## src/rtl/uart_rx_framer.sv

```systemverilog
// 8N1 UART receive framer: two-flop synchroniser, oversampled start-bit check,
// 3-sample majority vote per bit, and one-cycle data_rdy / frame_err strobes.
module uart_rx_framer #(
    parameter int CLK_FREQ   = 12000000,
    parameter int BAUD       = 9600,
    parameter int OVERSAMPLE = 16
) (
    input  logic       clk_in,
    input  logic       reset,
    input  logic       rx_i,
    output logic [7:0] data_o,
    output logic       data_rdy,
    output logic       frame_err,
    output logic       rx_busy_o
);

    localparam int DIV = CLK_FREQ / (BAUD * OVERSAMPLE);
    localparam int M   = OVERSAMPLE / 2;
    localparam int DW  = (DIV > 1) ? $clog2(DIV) : 1;
    localparam int SW  = $clog2(OVERSAMPLE);

    typedef enum logic [2:0] {
        IDLE,
        START,
        DATA,
        STOP,
        WAIT_HIGH
    } state_t;

    state_t          state_reg;
    logic [1:0]      sync_reg;
    logic [DW-1:0]   div_cnt_reg;
    logic [SW-1:0]   s_cnt_reg;
    logic [2:0]      bit_cnt_reg;
    logic [1:0]      vote_reg;
    logic [7:0]      shift_reg;
    logic [7:0]      data_reg;
    logic            data_rdy_reg;
    logic            frame_err_reg;

    logic rx_s;
    logic tick;
    logic majority;
    logic at_decide;
    logic at_wrap;

    assign rx_s      = sync_reg[1];
    assign tick      = (div_cnt_reg == DW'(DIV - 1));
    // The third vote is the live sample taken on the deciding tick itself.
    assign majority  = (vote_reg[0] & vote_reg[1]) | (vote_reg[0] & rx_s) | (vote_reg[1] & rx_s);
    assign at_decide = tick && (s_cnt_reg == SW'(M + 1));
    assign at_wrap   = tick && (s_cnt_reg == SW'(OVERSAMPLE - 1));

    assign data_o    = data_reg;
    assign data_rdy  = data_rdy_reg;
    assign frame_err = frame_err_reg;
    assign rx_busy_o = (state_reg != IDLE);

    always_ff @(posedge clk_in or negedge reset) begin
        if (!reset) begin
            state_reg     <= IDLE;
            sync_reg      <= 2'b11;
            div_cnt_reg   <= '0;
            s_cnt_reg     <= '0;
            bit_cnt_reg   <= '0;
            vote_reg      <= '0;
            shift_reg     <= '0;
            data_reg      <= '0;
            data_rdy_reg  <= 1'b0;
            frame_err_reg <= 1'b0;
        end else begin
            sync_reg      <= {sync_reg[0], rx_i};
            data_rdy_reg  <= 1'b0;
            frame_err_reg <= 1'b0;

            case (state_reg)
                IDLE: begin
                    // Holding the divider at zero aligns bit phase to the edge.
                    div_cnt_reg <= '0;
                    s_cnt_reg   <= '0;
                    if (!rx_s) begin
                        state_reg <= START;
                    end
                end

                WAIT_HIGH: begin
                    div_cnt_reg <= '0;
                    s_cnt_reg   <= '0;
                    if (rx_s) begin
                        state_reg <= IDLE;
                    end
                end

                default: begin
                    if (tick) begin
                        div_cnt_reg <= '0;
                        s_cnt_reg   <= at_wrap ? '0 : s_cnt_reg + 1'b1;
                        if (s_cnt_reg == SW'(M - 1)) begin
                            vote_reg[0] <= rx_s;
                        end
                        if (s_cnt_reg == SW'(M)) begin
                            vote_reg[1] <= rx_s;
                        end
                    end else begin
                        div_cnt_reg <= div_cnt_reg + 1'b1;
                    end

                    case (state_reg)
                        START: begin
                            if (at_decide && majority) begin
                                state_reg <= IDLE;
                            end else if (at_wrap) begin
                                state_reg   <= DATA;
                                bit_cnt_reg <= '0;
                            end
                        end
                        DATA: begin
                            if (at_decide) begin
                                shift_reg <= {majority, shift_reg[7:1]};
                            end
                            if (at_wrap) begin
                                if (bit_cnt_reg == 3'd7) begin
                                    state_reg <= STOP;
                                end
                                bit_cnt_reg <= bit_cnt_reg + 1'b1;
                            end
                        end
                        STOP: begin
                            // Leave at mid stop bit so a back-to-back start edge is caught.
                            if (at_decide) begin
                                if (majority) begin
                                    data_reg     <= shift_reg;
                                    data_rdy_reg <= 1'b1;
                                    state_reg    <= IDLE;
                                end else begin
                                    frame_err_reg <= 1'b1;
                                    state_reg     <= WAIT_HIGH;
                                end
                            end
                        end
                        default: begin
                            state_reg <= IDLE;
                        end
                    endcase
                end
            endcase
        end
    end

endmodule

```

## config.mk

```make
export PLATFORM = sky130hd
export DESIGN_NAME = uart_rx_framer
export DESIGN_NICKNAME = d
export VERILOG_FILES = /design/src/rtl/uart_rx_framer.sv
export SDC_FILE = /design/constraint.sdc
export NUM_CORES = 1
export LEC_CHECK = 0
export CAP_MARGIN = 15
export CORE_MARGIN = 1
export CORE_UTILIZATION = 50
export CTS_CLUSTER_DIAMETER = 60
export CTS_CLUSTER_SIZE = 14
export DETAILED_ROUTE_END_ITERATION = 6
export GPL_TIMING_DRIVEN = 0
export PLACE_DENSITY = 0.7
export SETUP_SLACK_MARGIN = 0.15
export SYNTH_ARGS = -nofsm -noshare
export SYNTH_HDL_FRONTEND = slang
export SYNTH_SLANG_ARGS = --single-unit
```

## constraint.sdc

```tcl
create_clock -name clk_in -period 2.15 [get_ports clk_in]
set_input_delay 0.215 -clock clk_in [delete_from_list [all_inputs] [get_ports clk_in]]
set_output_delay 0.215 -clock clk_in [all_outputs]
set_load 0.005 [all_outputs]
```

# == Word-level counts from Yosys, hierarchy flattened ==
# Cells that the tools add are included.
# totals
register_bits,39
word_cells,80
out_inout_bits,11
# op_classes
mux,27
eq_ne,19
reduce_logical,14
bitwise,6
add_sub_neg,3
# op_table
operator,count
2-to-1 mux 3 bit,11
2-to-1 mux 7 bit,2
"equality test 4 bit, second input constant",3
2-to-1 mux 4 bit,3
one-hot mux 3 bit (2 select lines),2
"inequality test 2 bit, second input constant",5
one-hot mux 3 bit (3 select lines),1
AND reduction 3 bit,3
2-to-1 mux 1 bit,8
"inequality test 4 bit, second input constant",2
"adder 7 x 1 -> 7 bit, second input constant",1
"equality test 7 bit, second input constant",1
"equality test 3 x 2 -> 1 bit, second input constant",2
"equality test 3 bit, second input constant",2
AND reduction 6 bit,1
"inequality test 5 bit, second input constant",1
AND reduction 5 bit,1
"adder 4 x 1 -> 4 bit, second input constant",1
"equality test 4 x 3 -> 1 bit, second input constant",1
"inequality test 4 x 2 -> 1 bit, second input constant",1
AND reduction 4 bit,1
nonzero test 2 bit,2
"adder 3 x 1 -> 3 bit, second input constant",1
AND 1 bit,3
other kinds (7),10

# == Longest topological paths before layout ==
# depth
depth_word,7
mapped_depth,7
ltp_nobuf,6

# == Least setup slack after synthesis ==
# OpenSTA, ideal clock, no wires.
# synth_path
kind,register to register
startpoint,reg div_cnt_reg[1]
endpoint,"reg data_reg[0], in the netlist data_o[0]"
t_required_ns,2.025
path_slack_ns,0.230
period_less_slack_ns,1.920
setup_time_ns,0.125
stages_incl_launch_ff,7
arrival_ns,1.795
path_cell_list,dfrtp_1 -> inv_1 -> ha_1 -> and4bb_2 -> nand2_2 -> nor4_4 -> mux2_2
# synth_via
elab_chain_cells,3
# synth_rtl
element,line,text
start: declaration,32,logic [DW-1:0] div_cnt_reg;
start signal: assignment,105,div_cnt_reg <= div_cnt_reg + 1'b1;
equality test 7 bit,48,assign tick = (div_cnt_reg == DW'(DIV - 1));
logical AND 1 bit,51,assign at_decide = tick && (s_cnt_reg == SW'(M + 1));
AND reduction 4 bit (no source line),-,
end signal: assignment,132,data_reg <= shift_reg;
end: declaration,37,logic [7:0] data_reg;
# Every way passes these cells.
# A chain may end at the register's enable or synchronous reset.

# == Worst setup path after layout ==
# layout_path
startpoint,reg s_cnt_reg[0]
endpoint,reg bit_cnt_reg[0]
# layout_via
elab_chain_cells,5
# layout_rtl
element,line,text
start: declaration,33,logic [SW-1:0] s_cnt_reg;
start signal: assignment,97,s_cnt_reg <= at_wrap ? '0 : s_cnt_reg + 1'b1;
equality test 4 bit,51,
logical AND 1 bit,51,
logical AND 1 bit,110,if (at_decide && majority) begin
inequality test 2 bit (no source line),-,
AND reduction 5 bit (no source line) (*),-,
end signal: assignment,125,bit_cnt_reg <= bit_cnt_reg + 1'b1;
end: declaration,34,logic [2:0] bit_cnt_reg;
# Every way passes the cells marked *; elsewhere a longest branch is shown, timed or not.

==> summary.md <==
| Metric | Value |
|---|---|
| Number of setup violations in the final report | 0 |
| Setup slack, reg-to-reg | 0.21 ns |
| WHS Path Cells | 1 |
| Slowest stage cell on the critical path | sky130_fd_sc_hd__or4b_2 |
| Final design instance area without fill | 2190 sq um |
| Number of register bits inferred by synthesis | 39 |
| Clock edge transition at the registers on the reported setup and hold paths | 0.12 ns |
| Violation count after the first detailed-route iteration | 22 |
| Number of levels the H-tree was split into | 2 |
| Startpoint kind of the worst setup timing path | flop |
| GRT Total Usage | 17.9% |
| Relative max-transition margin | 44.7% |
| Final net count | 190 |
| Via count of the first global-routing pass | 1144 |
| Initial standard-cell utilization of the core | 52.8% |
| Warnings, synthesis | 0 |
| Fin crit period | 1.94 ns |
| Hold violation count in the final report | 0 |
| Cells along the critical path | ha_1, and3_1, nand4b_1, or4b_2, nand3_1 |
| Non-filler instance count after layout | 227 |
| Total cell area at the placement stage | 1970 sq um |
| Total global routing overflow | 0 |
| Root buffer cell | sky130_fd_sc_hd__clkbuf_4 |
| Register area share after synthesis | 54.7% |
| Clock Skews | 0.0153 ns |
| Number of max-cap violations | 0 |
| Summed instance area of the synthesized netlist | 1790 sq um |
| Leakage power | 1.04 nW |
| Unrepaired setup endpoints after global routing | yes |
| Worst setup slack after placement | -0.0315 ns |
| Insertion delay to the later sink of the worst-skew pair | 0.34 ns |
| Reg-to-reg endpoint | bit_cnt_reg[0] |
| Power per cell area | 619 nW/um^2 |
| TritonCTS clock tree | done |
| Total DRC errors in the routed layout | 0 |
| Status | completed |
| Leading cell type by number of instances after synthesis | sky130_fd_sc_hd__dfrtp_1 |
| Placed cell count | 207 |
| Pin count of the biggest net entering global routing | 40 |
| Number of antenna violations at the first check in global routing | 0 |
| Async set or reset register ratio after synthesis | 100% |
| Most used standard cells in the synthesized netlist | 37 x sky130_fd_sc_hd__dfrtp_1, 18 x sky130_fd_sc_hd__mux2_2, 11 x sky130_fd_sc_hd__nand3_1 |
| Number of buffers on the longest clock path | 2 |
| Height of the die | 61.8 um |
| Cell type with the highest aggregate area in the netlist | sky130_fd_sc_hd__dfrtp_1 |
| Detailed Place HPWL | 2060 um |
| Dominant register cell in the synthesized netlist | sky130_fd_sc_hd__dfrtp_1 |
| Number of optimization iterations in the first detailed-route pass | 4 |
| Buffers plus inverters on the worst setup path | 0 |
| Worst r2r path cells | 5 |
| Width of the die | 61.8 um |
| Placeable core region | 3390 sq um |
| Weighted congestion reported at the end of routability-driven placement | 0.780 |
| Die footprint | 3820 sq um |
| IO buf count | 13 |
| Post-synth top area share | 51.7% |
| Average wire per standard cell | 14.1 um |
| Count of mapped cells out of synthesis | 148 |
| Number of distinct standard cells referenced by the synthesized netlist | 38 |
| Path category of the worst min-delay check | in -> reg |
| Slew at the pin closest to its max-slew limit | 0.829 ns |
| Category of the critical setup timing path | reg -> reg |
| Crit Path Max Fanout | 6 |
| Count of boundary I/O pins | 14 |
| Number of rows created at floorplan | 21 |
| Data required time at the worst endpoint | 2.44 ns |
| Final WL | 3210 um |
| Top cell family by delay on the critical path | simple AND/OR/NAND/NOR gates |
| Area added between synthesis and finish | 22.2% |
| Post-Syn Area per Cell | 12.1 sq um |
| Clock sinks | 39 |
| Delay of the slowest cell on the worst path | 0.65 ns |
| Hold_ws | 0.273 ns |
| Most area-consuming cells after synthesis | sky130_fd_sc_hd__dfrtp_1 52%, sky130_fd_sc_hd__mux2_2 11%, sky130_fd_sc_hd__ha_1 4.9% |
| Fill count | 246 |
| Per-cell via count in the routed design | 5.46 |
| Smallest setup slack after layout | 0.212 ns |
| Highest ir drop seen on vdd | 0.536 mV |
| Sum of negative setup slack | 0 ns |
| Ratio of cells with drive above 1 in the final layout | 27.6% |
| Global-route wire length before repair | 4830 um |
| Crit end category | flop |
| Clock buffer count from CTS | 5 |
| Number of nets with antenna violations after detailed routing | 0 |
| Launch instance of the worst register-to-register path | s_cnt_reg[0] |
| Post-route fraction of the period consumed by the critical path | 90.1% |
| Slew Viols, Final | 0 |
| Antenna cells | 0 |
| Highest clock frequency the design can meet | 0.516 GHz |
| Number of flops mapped to enable cells by yosys | 0 |
| Worst hold path startpoint | rx_i |
| Number of vias after detailed routing | 1239 |
| Arr. time, crit path | 2.23 ns |
| Hold endpoint | sync_reg[0] |
| Net count of the mapped netlist | 158 |
cells by family after synthesis:
family	share of synthesized area (%)
xor gates and xnor gates	2.94
DFF	54.7
adders and majority gates	5.45
buffers and inverters	2.38
and+or+nand+nor	16.9
AOI/OAI and AO/OA	6.29
muxes	11.3
per-layer routing:
| metal | share of wire, % | GRT usage (%) |
|---|---|---|
| met1 | 47 | 22.7 |
| met2 | 48 | 29.0 |
| met3 | 3.1 | 4.35 |
| met4 | 1.4 | 8.57 |
| met5 | 0 | 0 |
layout make-up:
class	count	area [sq um]	area share, %
clock inverter	2	60.1	2.75
buffer	6	35.0	1.60
tap	46	57.6	2.63
sequential	39	978	44.7
clock buffer	6	41.3	1.89
timing repair buffer	25	220	10.1
inverter	4	15.0	0.686
multi-input combinational	99	779	35.6
repair_timing:
action                     4_1_cts  5_1_grt
hold endpoints to repair        37        0
setup buffers                    5        6
pin swaps                        2        3
gates resized for setup          4        4
cloned                           0        0
setup endpoints to repair       17       18
hold buffers                     1        0
cell usage in the layout, fill, tap and decap left out, types with 6 or more instances in the layout:
| cell | Yosys | final |
|---|---|---|
| sky130_fd_sc_hd__buf_4 | 0 | 12 |
| sky130_fd_sc_hd__clkbuf_4 | 1 | 7 |
| sky130_fd_sc_hd__clkdlybuf4s50_1 | 0 | 11 |
| sky130_fd_sc_hd__dfrtp_1 | 37 | 37 |
| sky130_fd_sc_hd__ha_1 | 7 | 7 |
| sky130_fd_sc_hd__mux2_2 | 18 | 18 |
| sky130_fd_sc_hd__nand2_1 | 8 | 8 |
| sky130_fd_sc_hd__nand3_1 | 11 | 11 |
| sky130_fd_sc_hd__nor2_1 | 9 | 9 |
| sky130_fd_sc_hd__o21ai_0 | 6 | 6 |
power by group:
part | internal (mW) | switching (mW) | total (mW)
Sequential | 0.737 | 0.00154 | 0.738
Combinational | 0.00367 | 0.0135 | 0.0172
Clock | 0.363 | 0.235 | 0.598
how the worst max path moves through the flow:
stage                              start        endpoint  slack [ns]  cells after the start
after CTS                 div_cnt_reg[1]    shift_reg[7]        0.15                      7
after detailed placement  div_cnt_reg[1]       data_o[5]       -0.03                      6
after floorplan           div_cnt_reg[1]       data_o[0]        0.23                      6
after global placement    div_cnt_reg[1]       data_o[5]       0.004                      6
after global routing        s_cnt_reg[0]  bit_cnt_reg[0]        0.11                      5
final                       s_cnt_reg[0]  bit_cnt_reg[0]        0.21                      5
per-stage QoR:
step / util (%) / total power, mW
floorplan: - / 0.752
global placement: 58.3 / 0.770
detailed placement: 58.2 / 0.769
CTS: 62.8 / 1.37
global route: 64.5 / 1.40
finish: 64.5 / 1.35
(Power assumes the default switching activity.)
